**config.mk**
```make
export PLATFORM = sky130hd
export DESIGN_NAME = uart_rx
export DESIGN_NICKNAME = d
export VERILOG_FILES = /design/src/rtl/uart_pkg.sv /design/src/rtl/uart_rx_fifo.sv /design/src/rtl/uart_rx.sv
export SDC_FILE = /design/constraint.sdc
export NUM_CORES = 1
export LEC_CHECK = 0
export ABC_AREA = 1
export BUFFER_PORTS_ARGS = -buffer_cell sky130_fd_sc_hd__buf_2
export CAP_MARGIN = 25
export CORE_ASPECT_RATIO = 0.8
export CORE_MARGIN = 2
export CORE_UTILIZATION = 60
export DETAILED_ROUTE_END_ITERATION = 8
export PLACE_DENSITY = 0.77
export SETUP_SLACK_MARGIN = 0.4
export SLEW_MARGIN = 20
export SYNTH_ARGS = -nofsm -noshare
export SYNTH_HDL_FRONTEND = slang
export SYNTH_SLANG_ARGS = --single-unit
```
**constraint.sdc**
```tcl
create_clock -name clk210_p -period 2.85 [get_ports clk210_p]
set_input_delay 0.4275 -clock clk210_p [delete_from_list [all_inputs] [get_ports clk210_p]]
set_output_delay 0.4275 -clock clk210_p [all_outputs]
set_load 0.02 [all_outputs]
```
**src/rtl/uart_pkg.sv**
```systemverilog
// Shared UART definitions: receiver state encoding and bit-timing constants.
package uart_pkg;

    typedef enum logic [2:0] {
        IDLE   = 3'd0,
        START  = 3'd1,
        DATA   = 3'd2,
        PARITY = 3'd3,
        STOP   = 3'd4
    } rx_state_e;

    localparam int         OVERSAMPLE_c = 16;
    localparam logic [3:0] MID_TICK_c   = 4'd7;
    localparam logic [3:0] LAST_TICK_c  = 4'(OVERSAMPLE_c - 1);
    localparam int         DATA_BITS_c  = 8;

    function automatic logic even_parity(input logic [DATA_BITS_c-1:0] d);
        return ^d;
    endfunction

endpackage

```
**src/rtl/uart_rx_fifo.sv**
```systemverilog
// First-word-fall-through byte FIFO with occupancy count and overrun pulse.
module uart_rx_fifo
    import uart_pkg::*;
#(
    parameter int DEPTH_LOG2 = 4
) (
    input  logic                   clk_i,
    input  logic                   rst_i,
    input  logic                   wr_en_i,
    input  logic [DATA_BITS_c-1:0] wr_data_i,
    input  logic                   rd_en_i,
    output logic [DATA_BITS_c-1:0] dout_o,
    output logic [DEPTH_LOG2:0]    count_o,
    output logic                   empty_o,
    output logic                   overrun_o
);

    localparam int DEPTH = 1 << DEPTH_LOG2;

    logic [DATA_BITS_c-1:0] mem_q [DEPTH];
    logic [DEPTH_LOG2-1:0]  wr_ptr_q, rd_ptr_q;
    logic [DEPTH_LOG2:0]    count_q, count_d;
    logic                   overrun_q, overrun_d;
    logic                   full, empty, do_rd, do_wr;

    assign empty = (count_q == '0);
    assign full  = (count_q == (DEPTH_LOG2 + 1)'(DEPTH));

    // A full FIFO still accepts a write when the head is popped on the same edge.
    always_comb begin
        do_rd     = rd_en_i && !empty;
        do_wr     = wr_en_i && (!full || do_rd);
        overrun_d = wr_en_i && full && !do_rd;
        count_d   = count_q;
        if (do_wr && !do_rd) begin
            count_d = count_q + 1'b1;
        end else if (!do_wr && do_rd) begin
            count_d = count_q - 1'b1;
        end
    end

    always_ff @(posedge clk_i) begin
        if (rst_i) begin
            wr_ptr_q  <= '0;
            rd_ptr_q  <= '0;
            count_q   <= '0;
            overrun_q <= 1'b0;
        end else begin
            if (do_wr) wr_ptr_q <= wr_ptr_q + 1'b1;
            if (do_rd) rd_ptr_q <= rd_ptr_q + 1'b1;
            count_q   <= count_d;
            overrun_q <= overrun_d;
        end
    end

    always_ff @(posedge clk_i) begin
        if (do_wr) mem_q[wr_ptr_q] <= wr_data_i;
    end

    assign dout_o    = empty ? '0 : mem_q[rd_ptr_q];
    assign count_o   = count_q;
    assign empty_o   = empty;
    assign overrun_o = overrun_q;

endmodule

```
**src/rtl/uart_rx.sv**
```systemverilog
// 16x-oversampled 8N1 UART receiver feeding a FWFT FIFO.
// Define UART_RX_PARITY_EN for 8E1 framing with parity checking.
module uart_rx
    import uart_pkg::*;
#(
    parameter int DEPTH_LOG2 = 4
) (
    input  logic                   clk210_p,
    input  logic                   reset_p,
    input  logic                   baud_16_x_p,
    input  logic                   rx_p,
    output logic [DATA_BITS_c-1:0] fifo_rx_dout_p,
    input  logic                   fifo_rx_rd_en_p,
    output logic [DEPTH_LOG2:0]    fifo_rx_data_count_p,
    output logic                   fifo_rx_empty_p,
    output logic                   rx_busy_p,
    output logic                   framing_error_p,
    output logic                   overrun_p,
    output logic                   parity_error_p
);

    localparam logic [2:0] LAST_BIT_c = 3'(DATA_BITS_c - 1);

    logic                   rx_meta_q, rx_s_q;
    rx_state_e              state_q, state_d;
    logic [3:0]             tick_q, tick_d;
    logic [2:0]             bit_q, bit_d;
    logic [DATA_BITS_c-1:0] shift_q, shift_d;
    logic                   fe_q, fe_d;
    logic                   wr_en;
`ifdef UART_RX_PARITY_EN
    logic                   par_err_q, par_err_d;
    logic                   pe_q, pe_d;
`endif

    always_comb begin
        state_d = state_q;
        tick_d  = tick_q;
        bit_d   = bit_q;
        shift_d = shift_q;
        fe_d    = 1'b0;
        wr_en   = 1'b0;
`ifdef UART_RX_PARITY_EN
        par_err_d = par_err_q;
        pe_d      = 1'b0;
`endif
        if (baud_16_x_p) begin
            unique case (state_q)
                IDLE: begin
                    if (!rx_s_q) begin
                        state_d = START;
                        tick_d  = '0;
                    end
                end
                START: begin
                    tick_d = tick_q + 4'd1;
                    if (tick_q == MID_TICK_c) begin
                        tick_d  = '0;
                        bit_d   = '0;
                        state_d = rx_s_q ? IDLE : DATA;
                    end
                end
                DATA: begin
                    tick_d = tick_q + 4'd1;
                    if (tick_q == LAST_TICK_c) begin
                        shift_d = {rx_s_q, shift_q[DATA_BITS_c-1:1]};
                        bit_d   = bit_q + 3'd1;
                        if (bit_q == LAST_BIT_c) begin
`ifdef UART_RX_PARITY_EN
                            state_d = PARITY;
`else
                            state_d = STOP;
`endif
                        end
                    end
                end
`ifdef UART_RX_PARITY_EN
                PARITY: begin
                    tick_d = tick_q + 4'd1;
                    if (tick_q == LAST_TICK_c) begin
                        par_err_d = (rx_s_q != even_parity(shift_q));
                        state_d   = STOP;
                    end
                end
`endif
                STOP: begin
                    tick_d = tick_q + 4'd1;
                    if (tick_q == LAST_TICK_c) begin
                        state_d = IDLE;
                        if (!rx_s_q) begin
                            fe_d = 1'b1;
`ifdef UART_RX_PARITY_EN
                        end else if (par_err_q) begin
                            pe_d = 1'b1;
`endif
                        end else begin
                            wr_en = 1'b1;
                        end
                    end
                end
                default: state_d = IDLE;
            endcase
        end
    end

    always_ff @(posedge clk210_p) begin
        if (reset_p) begin
            rx_meta_q <= 1'b1;
            rx_s_q    <= 1'b1;
            state_q   <= IDLE;
            tick_q    <= '0;
            bit_q     <= '0;
            shift_q   <= '0;
            fe_q      <= 1'b0;
`ifdef UART_RX_PARITY_EN
            par_err_q <= 1'b0;
            pe_q      <= 1'b0;
`endif
        end else begin
            rx_meta_q <= rx_p;
            rx_s_q    <= rx_meta_q;
            state_q   <= state_d;
            tick_q    <= tick_d;
            bit_q     <= bit_d;
            shift_q   <= shift_d;
            fe_q      <= fe_d;
`ifdef UART_RX_PARITY_EN
            par_err_q <= par_err_d;
            pe_q      <= pe_d;
`endif
        end
    end

    uart_rx_fifo #(
        .DEPTH_LOG2 (DEPTH_LOG2)
    ) u_fifo (
        .clk_i     (clk210_p),
        .rst_i     (reset_p),
        .wr_en_i   (wr_en),
        .wr_data_i (shift_q),
        .rd_en_i   (fifo_rx_rd_en_p),
        .dout_o    (fifo_rx_dout_p),
        .count_o   (fifo_rx_data_count_p),
        .empty_o   (fifo_rx_empty_p),
        .overrun_o (overrun_p)
    );

    assign rx_busy_p       = (state_q != IDLE);
    assign framing_error_p = fe_q;
`ifdef UART_RX_PARITY_EN
    assign parity_error_p  = pe_q;
`else
    assign parity_error_p  = 1'b0;
`endif

endmodule

```
==> run metrics, run 1 <==
status completed; CP max FO 14; share of post-route cells with drive strength above 1 17.6%; Top Metal Used met4; Routed met1 length 7050 um; area leader, netlist edfxtp_1; DR WL met2 7860 um; # port buffers 21; RSZ-0062 raised after global routing yes; YS warnings 0; Initial Util just over 60%; Crit path required time 2.42 ns; max_slew headroom 47.2%; clk slew on worst S/H paths around 0.060 ns; Filler Cells Inserted about 770; syn nets between 700 and 800; capturing element type of the critical path output port; die area 0.0129 sq mm; CP Class reg -> out; DRC viols 0; worst slack at placement 0.232 ns; EDFF count, synth 128; sequential area share after synthesis around 64%; number of global-route vias before repair 5055; Root Buffer clkbuf_16; worst endpoint data arrival time 1.96 ns; die outline height 102 um; FFs w/ async S/R, synth 0%; pwr dens between 900 and 1000 mW/mm^2; Layout Cells excl Fill approximately 900; TritonCTS clock tree yes; flops & latches, synth 167; max-slew violations 0; Setup Skew 0.00987 ns; Routed wire per std cell 18.4 um; nets 761; Worst-Skew Late Latency 0.43 ns; clock period minus final worst setup slack between 2 and 2.5 ns; DIE WIDTH 127 um; initial antenna violation count 0; DRT iter0 DRCs between 600 and 700; first-pass GRT wire length 26400 um; Synth area leaders edfxtp_1, nand2_1, dfxtp_1; most instantiated cells after synthesis nand2_1, edfxtp_1, nand3_1, nor2_1, dfxtp_1; grt total ovfl 0; vias per cell 5.79; f_max about 420 MHz; final cycle utilization of the critical path 83.8%; CTS Hold Bufs 0; Fin Setup TNS 0 ns; Antenna diodes 0; IO Pins 23; count leader, synth nand2_1; nature of the critical path startpoint flip-flop; Inst Count DP roughly 860; # rows 35; gr usage total a little over a quarter; synthesized cell area 0.00722 sq mm; CTS sink cnt 167; maximum vdd drop 0.543 mV; Lkg Pwr 3.25 nW; met3 wire len between 1000 and 1500 um; Post-Synthesis Cells 706; CTS buffer count 17; via count 5234; Final Hold Viols 0; Synth cell types 32; total power 7.50 mW; slew of the pin with the lowest slew margin 0.791 ns; Core ar. around 0.012 sq mm; top cell type's share of synthesized area between 50% and 60%; Routed Antenna Nets 0; RePlAce Congestion around 0.91; syn avg cell area ~10 sq um; WHS roughly 0.18 ns; post-route setup slack 0.463 ns; # H-tree levels 4; largest net degree at the start of global routing 39; Final setup viols 0; total of max-cap violations 0; Pre-antenna DRT Iters 5; Most used DFF post-synth edfxtp_1; HP Class in -> reg; dpl hpwl 9980 um; Routed WL about 17000 um; Max clock buf depth 2; synth-to-layout area growth 15.1%
[layout by cell type (no fill, tap or decap), types with 4 or more instances in the layout]
| cell | instances |
|---|---|
| a21oi_1 | 21 |
| buf_12 | 4 |
| buf_2 | 18 |
| buf_4 | 20 |
| clkbuf_16 | 19 |
| clkinv_2 | 4 |
| dfxtp_1 | 36 |
| edfxtp_1 | 128 |
| ha_1 | 8 |
| inv_1 | 23 |
| inv_2 | 8 |
| nand2_1 | 209 |
| nand2_2 | 5 |
| nand2_4 | 5 |
| nand3_1 | 111 |
| nor2_1 | 54 |
| nor2_2 | 13 |
| nor2_4 | 5 |
| o21ai_0 | 15 |
| or2_2 | 4 |
| xor2_1 | 4 |
[power breakdown]
group          leakage, nW  total [mW]  switching [mW]  internal (mW)
combinational         1.60        2.43            1.59          0.838
sequential            1.35        2.82           0.131           2.69
clock                0.295        2.25           0.939           1.32
total                 3.25        7.50            2.66           4.84
[through the flow]
| step | util [%] | instance area, sq um |
|---|---|---|
| 6_report | 71.6 | 8310 |
| 5_1_grt | 71.6 | 8310 |
| 4_1_cts | 71.0 | 8240 |
| 3_5_place_dp | 64.5 | 7490 |
| 3_3_place_gp | 64.4 | 7470 |
| 2_1_floorplan | - | 7220 |
[cell type report]
cell class                 count  area, sq um  share of cell area (%)
clock buffer                  22          489                    5.89
clock inverter                10         91.3                    1.10
inverter                      36          155                    1.87
multi-input combinational    475         2350                    28.3
sequential                   167         4630                    55.8
tap                          148          185                    2.23
timing repair buffer          46          402                    4.83
[layer usage]
layer	up-vias	GRT usage, %
li1	2470	-
met1	2504	37.4
met2	223	43.2
met3	37	6.02
met4	0	12.3
met5	-	0
[cells by family (layout without fill, tap and decap cells)]
family / after synthesis / after routing / synth area share, %
AO/OA/AOI/OAI: 39 / 39 / 2.74
other: 1 / 1 / 0.0519
adder cells (fa/ha/maj): 13 / 13 / 2.36
XOR/XNOR: 6 / 6 / 0.728
buffers and inverters: 64 / 114 / 4.04
flip-flops: 167 / 167 / 64.0
AND/OR/NAND/NOR: 416 / 416 / 26.0
[sequential cells by signal, indices dropped and copies added, names as in the netlist, 3 cells and up, named ones only]
| name | cells |
|---|---|
| bit_q | 3 |
| shift_q | 8 |
| state_q | 3 |
| tick_q | 4 |
| u_fifo.count_o | 5 |
| u_fifo.mem_q | 128 |
| u_fifo.rd_ptr_q | 4 |
| u_fifo.wr_ptr_q | 4 |
[critical path, stage by stage (launching register included)]
cell     delay [ns]
dfxtp_4        0.41
buf_12         0.14
buf_6          0.17
nand2_1        0.07
nand3_1        0.08
nand3_1        0.14
nand2_1        0.09
nand2_1        0.05
a21oi_1        0.18
buf_2          0.20
[path summary, 6_finish.rpt]
check	start	endpoint	slack, ns	cells past startpoint
worst max-delay path	flip-flop	fifo_rx_dout_p[2]	0.46	9
worst min-delay path	rx_p	rx_meta_q	0.18	2
worst max register to register	tick_q[1]	u_fifo.count_o[4]	0.50	18
worst min register to register	rx_meta_q	rx_s_q	0.42	1
[timing repair]
action	CTS	global route
endpoints found under the setup margin	10	57
cloned	2	0
pin swaps	0	2
gates resized for setup	12	11
setup buffers	7	4
Power figures use the tool's default switching activity.
==> run 2: changes to the inputs <==
==> constraint.sdc (replaced) <==
create_clock -name clk210_p -period 2.4 [get_ports clk210_p]
set_input_delay 0.36 -clock clk210_p [delete_from_list [all_inputs] [get_ports clk210_p]]
set_output_delay 0.36 -clock clk210_p [all_outputs]
set_load 0.02 [all_outputs]
==> run 2 against run 1 <==
Via count grew 11%; clock power increased by 12%; largest power group is now combinational logic; die area is the same; sequential cell count stayed put; global-route usage grew 0.85 points.
==> run metrics, run 2 (synthesized netlist as in run 1, its figures left out) <==
Antenna diodes 0 (unchanged); M1 GR Usage 38.9% (was 37.4%); crit path buf inv count 3 (unchanged); switching pwr 3.51 mW (was 2.66 mW); P_int 6.03 mW (was 4.84 mW); maximum vdd drop 0.608 mV (was 0.543 mV); sw frac 36.8% (was 35.5%); HP Class in -> reg (unchanged); met3 usage 6.39% (was 6.02%); total power 9.53 mW (was 7.50 mW); Max clock buf depth 2 (unchanged); DRC viols 0 (unchanged); via count 5810 (was 5234); crit path cell chain inv_8 > buf_8 > nand2_1 > nand3_1 > nand3_1 > nand2_1 > nand2_1 > a21oi_2 > buf_4 (was buf_12 > buf_6 > nand2_1 > nand3_1 > nand3_1 > nand2_1 > nand2_1 > a21oi_1 > buf_2); capturing element type of the critical path output port (unchanged); Final Hold Viols 0 (unchanged); Final Cell Area 0.00919 sq mm (was 0.00831 sq mm); # rows 35 (unchanged); CP peak stage delay 0.38 ns (was 0.41 ns); Core ar. 0.0116 sq mm (unchanged); most common cell after layout, fill and taps aside nand2_1 (unchanged); grt total ovfl 0 (unchanged); status completed (unchanged); max_slew headroom 43.6% (was 47.2%); post-route setup slack 0.0308 ns (was 0.463 ns); die area 0.0129 sq mm (unchanged); Hold Crit Depth 2 (unchanged); CTS buffer count 17 (unchanged); CTS Hold Bufs 0 (unchanged); TritonCTS clock tree yes (unchanged); Reg2Reg Setup Slack 0.10 ns (was 0.50 ns); Crit path required time 2.04 ns (was 2.42 ns); DIE WIDTH 127 um (unchanged); DP Area 0.00761 sq mm (was 0.00749 sq mm); worst endpoint data arrival time 2.01 ns (was 1.96 ns); sequential power share 35.2% (was 37.6%); Initial Util 62.2% (unchanged); reg-to-reg endpoint u_fifo.count_o[4] (unchanged); clock period minus final worst setup slack 2.37 ns; pwr dens 1040 mW/mm^2 (was 902 mW/mm^2); Multi-input gate area 0.00279 sq mm (was 0.00235 sq mm); Logic pwr share 38.2% (was 32.4%); max reg flops 128 (unchanged); worst slack at placement 0.0772 ns (was 0.232 ns); Worst path most repeated cell nand2_1 (unchanged); f_max 422 MHz; Final setup viols 0 (unchanged); clk slew on worst S/H paths 0.06 ns (about the same); dpl hpwl 9820 um (was 9980 um); slew of the pin with the lowest slew margin 0.845 ns (was 0.791 ns); IO Pins 23 (unchanged); Worst Reg-to-Reg Cells 17 (was 18); DRT iter0 DRCs 785 (was 604); RSZ-0062 raised after global routing yes (unchanged); gr usage total 28.3% (was 27.5%); met2 GRT Util 43.6% (was 43.2%); FF-to-FF Start tick_q[0] (was tick_q[1]); CP Depth 9 (unchanged); share of post-route cells with drive strength above 1 29.2% (was 17.6%); WHS 0.159 ns (was 0.183 ns); Filler Cells Inserted 577 (was 766); nature of the critical path startpoint flip-flop (unchanged); Lkg Pwr 3.52 nW (was 3.25 nW); Setup Skew 0.00825 ns (was 0.00987 ns); endpoint of the most critical setup path fifo_rx_dout_p[3] (was fifo_rx_dout_p[2]); first-pass GRT wire length 27300 um (was 26400 um); sequential cell area 0.00464 sq mm (was 0.00463 sq mm); final cycle utilization of the critical path 98.7%; Worst-Skew Late Latency 0.43 ns (about the same); CP max FO 16 (was 14); vias per cell 6.19 (was 5.79); nets 796 (was 761); Routed WL 20300 um (was 16600 um); Routed wire per std cell 21.7 um (was 18.4 um); share of total power in the clock network 26.5% (was 30.1%); Routed Antenna Nets 0 (unchanged); initial antenna violation count 0 (unchanged); CTS sink cnt 167 (unchanged); Root Buffer clkbuf_16 (unchanged); max-slew violations 0 (unchanged); GR peak layer met2 (unchanged); # port buffers 21 (unchanged); CP top delay family simple AND/OR/NAND/NOR gates (was buffers and inverters); Slowest cell on crit path dfxtp_4 (unchanged); number of global-route vias before repair 5147 (was 5055); die outline height 102 um (unchanged); total of max-cap violations 0 (unchanged); CP Class reg -> out (unchanged); largest net degree at the start of global routing 33 (was 39); RePlAce Congestion 0.864 (was 0.909); # H-tree levels 4 (unchanged); Pre-antenna DRT Iters 5 (unchanged); synth-to-layout area growth 27.3% (was 15.1%); most frequent cells in the layout nand2_1, edfxtp_1, nand3_1 (unchanged); Biggest register u_fifo.mem_q (unchanged)
-- run 2: changes by cell type in the layout (fill, tap and decap cells not counted), sizes merged --
cell,before,now
buf,46,78
clkbuf,22,27
bufinv,1,0
inv,36,35
-- run 2: how the worst min path moves through the flow --
stage / startpoint / slack, ns / end
3_3_place_gp: rx_meta_q / 0.40 / rx_s_q
4_1_cts: rx_p / 0.11 / rx_meta_q
6_report: rx_p / 0.16 / rx_meta_q
3_5_place_dp: rx_meta_q / 0.40 / rx_s_q
5_1_grt: rx_p / 0.15 / rx_meta_q
2_1_floorplan: rx_meta_q / 0.39 / rx_s_q
-- run 2: repair_timing --
item	CTS	global route
endpoints found under the setup margin	128	137
gates cloned	4	3
resized for setup	76	78
pin swaps	33	9
setup buffers	22	9
-- run 2: per-layer routing --
metal	share of wire, %	wire (um)
met1	38	7820
met3	10	2030
met5	0	0
met4	3.5	719
met2	48	9760
-- run 2: cell type report --
class / count / share of cell area, %
clock buffer: 24 / 5.38
clock inverter: 8 / 0.504
inverter: 36 / 1.76
multi-input combinational: 475 / 30.3
sequential: 167 / 50.4
tap: 148 / 2.01
timing repair buffer: 81 / 9.61
-- run 2: metrics by stage --
step	util (%)	cells	TNS, ns
5_1_grt	79.2	939	-0.0391
6_report	79.2	939	0
3_5_place_dp	65.6	869	0
2_1_floorplan	-	706	0
4_1_cts	75.1	927	0
3_3_place_gp	65.6	869	0
-- run 2: power by group through the flow --
| stage | sequential (mW) | clock, mW | combinational, mW |
|---|---|---|---|
| CTS | 3.35 | 2.51 | 3.16 |
| global placement | 3.38 | 0 | 2.50 |
| finish | 3.36 | 2.53 | 3.64 |
| detailed placement | 3.39 | 0 | 2.57 |
| global route | 3.37 | 2.64 | 3.90 |
| floorplan | 3.40 | 0 | 1.91 |
==> run 3: changes to the inputs <==
--- a/config.mk
+++ b/config.mk
@@ -9,12 +9,11 @@
 export BUFFER_PORTS_ARGS = -buffer_cell sky130_fd_sc_hd__buf_2
 export CAP_MARGIN = 25
 export CORE_ASPECT_RATIO = 0.8
-export CORE_MARGIN = 2
-export CORE_UTILIZATION = 60
+export CORE_UTILIZATION = 45
 export DETAILED_ROUTE_END_ITERATION = 8
-export PLACE_DENSITY = 0.77
 export SETUP_SLACK_MARGIN = 0.4
 export SLEW_MARGIN = 20
 export SYNTH_ARGS = -nofsm -noshare
 export SYNTH_HDL_FRONTEND = slang
+export SYNTH_HIERARCHICAL = 1
 export SYNTH_SLANG_ARGS = --single-unit
==> run 3 against run 2 <==
Via count fell by 10%; cell area rose by 3.9%; register-to-register slack improved by 0.02 ns; sequential cell count is the same; sequential power about the same; die area increased by 27%; first-iteration DRC count shrank 43%; routed wire length decreased by 9.7%; hold slack worse by 0.044 ns; critical path depth grew 8.
==> run metrics, run 3 <==
status completed (unchanged); max-slew violations 0 (unchanged); count leader, synth nand2_1 (unchanged); TritonCTS clock tree yes (unchanged); gr usage total 22.9% (was 28.3%); IO Pins 23 (unchanged); max_slew headroom 42.4% (was 43.6%); WHS 0.115 ns (was 0.159 ns); Filler Cells Inserted 1159 (was 577); Multi-input gate area 0.00296 sq mm (was 0.00279 sq mm); capturing element type of the critical path flip-flop (was output port); Final Hold Viols 0 (unchanged); FFs w/ async S/R, synth 0% (unchanged); Pre-antenna DRT Iters 5 (unchanged); Root Buffer clkbuf_16 (unchanged); YS warnings 6 (was 0); synthesized cell area 0.00715 sq mm (was 0.00722 sq mm); RePlAce Congestion 0.874 (was 0.864); final cycle utilization of the critical path 95.2% (was 98.7%); CP max FO 4 (was 16); Routed Antenna Nets 0 (unchanged); nature of the critical path startpoint flip-flop (unchanged); worst slack at placement -0.0124 ns (was 0.0772 ns); largest net degree at the start of global routing 33 (unchanged); CP Class reg -> reg (was reg -> out); Lkg Pwr 3.65 nW (was 3.52 nW); EDFF count, synth 128 (unchanged); die area 0.0164 sq mm (was 0.0129 sq mm); via count 5219 (was 5810); number of global-route vias before repair 4915 (was 5147); Final Core Density 62.6% (was 79.2%); max reg flops 128 (unchanged); Initial Util 46.8% (was 62.2%); area leader, netlist edfxtp_1 (unchanged); Synth cell types 34 (was 32); Inst Count DP 920 (was 869); # rows 40 (was 35); f_max 438 MHz (was 422 MHz); Biggest register u_fifo/mem_q (was u_fifo.mem_q); nets 784 (was 796); maximum vdd drop 0.603 mV (was 0.608 mV); # port buffers 21 (unchanged); initial antenna violation count 0 (unchanged); syn avg cell area 10.3 sq um (was 10.2 sq um); flops & latches, synth 167 (unchanged); worst endpoint data arrival time 2.64 ns (was 2.01 ns); Routed wire per std cell 18.6 um (was 21.7 um); slew of the pin with the lowest slew margin 0.863 ns (was 0.845 ns); pwr dens 1050 mW/mm^2 (was 1040 mW/mm^2); sequential cell area 0.00464 sq mm (about the same); share of post-route cells with drive strength above 1 37.6% (was 29.2%); Layout Cells excl Fill 989 (was 939); sequential area share after synthesis 64.7% (was 64.0%); synth-to-layout area growth 33.5% (was 27.3%); most instantiated cells after synthesis nand2_1, edfxtp_1, nand3_1, nor2_1, dfxtp_1 (unchanged); clock period minus final worst setup slack 2.28 ns (was 2.37 ns); DRT iter0 DRCs 449 (was 785); most frequent cells in the layout nand2_1, edfxtp_1, nand3_2 (was nand2_1, edfxtp_1, nand3_1); syn nets 715 (was 724); Final setup viols 0 (unchanged); Most used DFF post-synth edfxtp_1 (unchanged); CTS buffer count 17 (unchanged); CTS sink cnt 167 (unchanged); DIE WIDTH 143 um (was 127 um); Worst-Skew Late Latency 0.43 ns (about the same); # H-tree levels 4 (unchanged); vias per cell 5.28 (was 6.19); Crit path required time 2.76 ns (was 2.04 ns); HP Class in -> reg (unchanged); most common cell after layout, fill and taps aside nand2_1 (unchanged); first-pass GRT wire length 27200 um (was 27300 um); Routed WL 18400 um (was 20300 um); Core ar. 0.0153 sq mm (was 0.0116 sq mm); total of max-cap violations 0 (unchanged); grt total ovfl 0 (unchanged); post-route setup slack 0.116 ns (was 0.0308 ns); Synth area leaders edfxtp_1, nand2_1, dfxtp_1 (unchanged); Setup Skew 0.00845 ns (was 0.00825 ns); RSZ-0062 raised after global routing yes (unchanged); Antenna diodes 0 (unchanged); DRC viols 0 (unchanged); Max clock buf depth 2 (unchanged); CTS Hold Bufs 0 (unchanged); top cell type's share of synthesized area 53.8% (was 53.2%); die outline height 115 um (was 102 um); clk slew on worst S/H paths 0.06 ns (about the same); dpl hpwl 10500 um (was 9820 um); Post-Synthesis Cells 697 (was 706)
run 3: cell count changes after synthesis, sizes merged, moves of 3 or more:
cell    delta
nor2      -19
a21oi      +9
inv        +8
nand3      -6
clkbuf     -4
buf        +3
nand2      -3
o21ai      +3
run 3: worst max-delay path, cell delays in order, from the launching register on:
cell      delay (ns)
dfxtp_2         0.36
ha_4            0.15
nand2_4         0.06
nor2_4          0.11
nand4_1         0.13
nor3_2          0.19
nand2_2         0.11
inv_4           0.08
ha_4            0.15
inv_6           0.05
fa_2            0.34
nand2_1         0.07
nand2_1         0.06
nand2_1         0.06
nand2b_1        0.05
nand2_1         0.07
nand2_2         0.06
a21oi_2         0.13
run 3: repair_timing:
action	in CTS	in global routing
endpoints found under the hold margin	0	0
endpoints found under the setup margin	140	142
setup buffers	23	4
resized for setup	70	144
pin swaps	21	63
gates cloned	5	5
run 3: through the flow:
stage / TNS [ns] / instance area [sq um] / power, mW
6_report: 0 / 9550 / 9.98
5_1_grt: -0.0783 / 9550 / 10.5
4_1_cts: 0 / 8820 / 9.32
3_5_place_dp: -0.0124 / 7630 / 6.09
3_3_place_gp: 0 / 7630 / 6.05
2_1_floorplan: 0 / 7290 / 5.40
run 3: final cells by class:
type,count,area share (%)
clock buffer,27,5.06
multi-input combinational,459,31.0
timing repair buffer,76,10.1
timing repair inverter,1,0.0786
inverter,44,1.98
clock inverter,5,0.524
tap,210,2.75
sequential,167,48.6
run 3: power breakdown:
group / switching (mW) / leakage, nW / internal [mW]
clock: 1.03 / 0.263 / 1.48
sequential: 0.162 / 1.51 / 3.20
combinational: 2.41 / 1.88 / 1.71
total: 3.60 / 3.65 / 6.38
run 3: final timing paths:
kind,startpoint,to,slack (ns),depth (start not counted)
worst max register to register,tick_q[1],u_fifo/count_o[4],0.12,17
worst min-delay path,rx_p,rx_meta_q,0.12,2
worst min register to register,rx_meta_q,rx_s_q,0.41,1
worst max-delay path,tick_q[1],u_fifo/count_o[4],0.12,17
run 3: cell families after synthesis:
family / share of synthesized area [%]
adder cells (fa/ha/maj): 2.38
flip-flops: 64.7
buffers and inverters: 5.16
other: 0.0524
AND/OR/NAND/NOR: 23.6
XOR/XNOR: 0.612
AO/OA/AOI/OAI: 3.55
run 3: per-layer routing:
layer | global-route usage (%) | up-vias | routed length, um
met3 | 5.16 | 22 | 1180
met2 | 36.3 | 178 | 8930
met4 | 8.96 | 0 | 271
met5 | 0 | - | 0
met1 | 30.9 | 2520 | 7990
li1 | - | 2499 | -
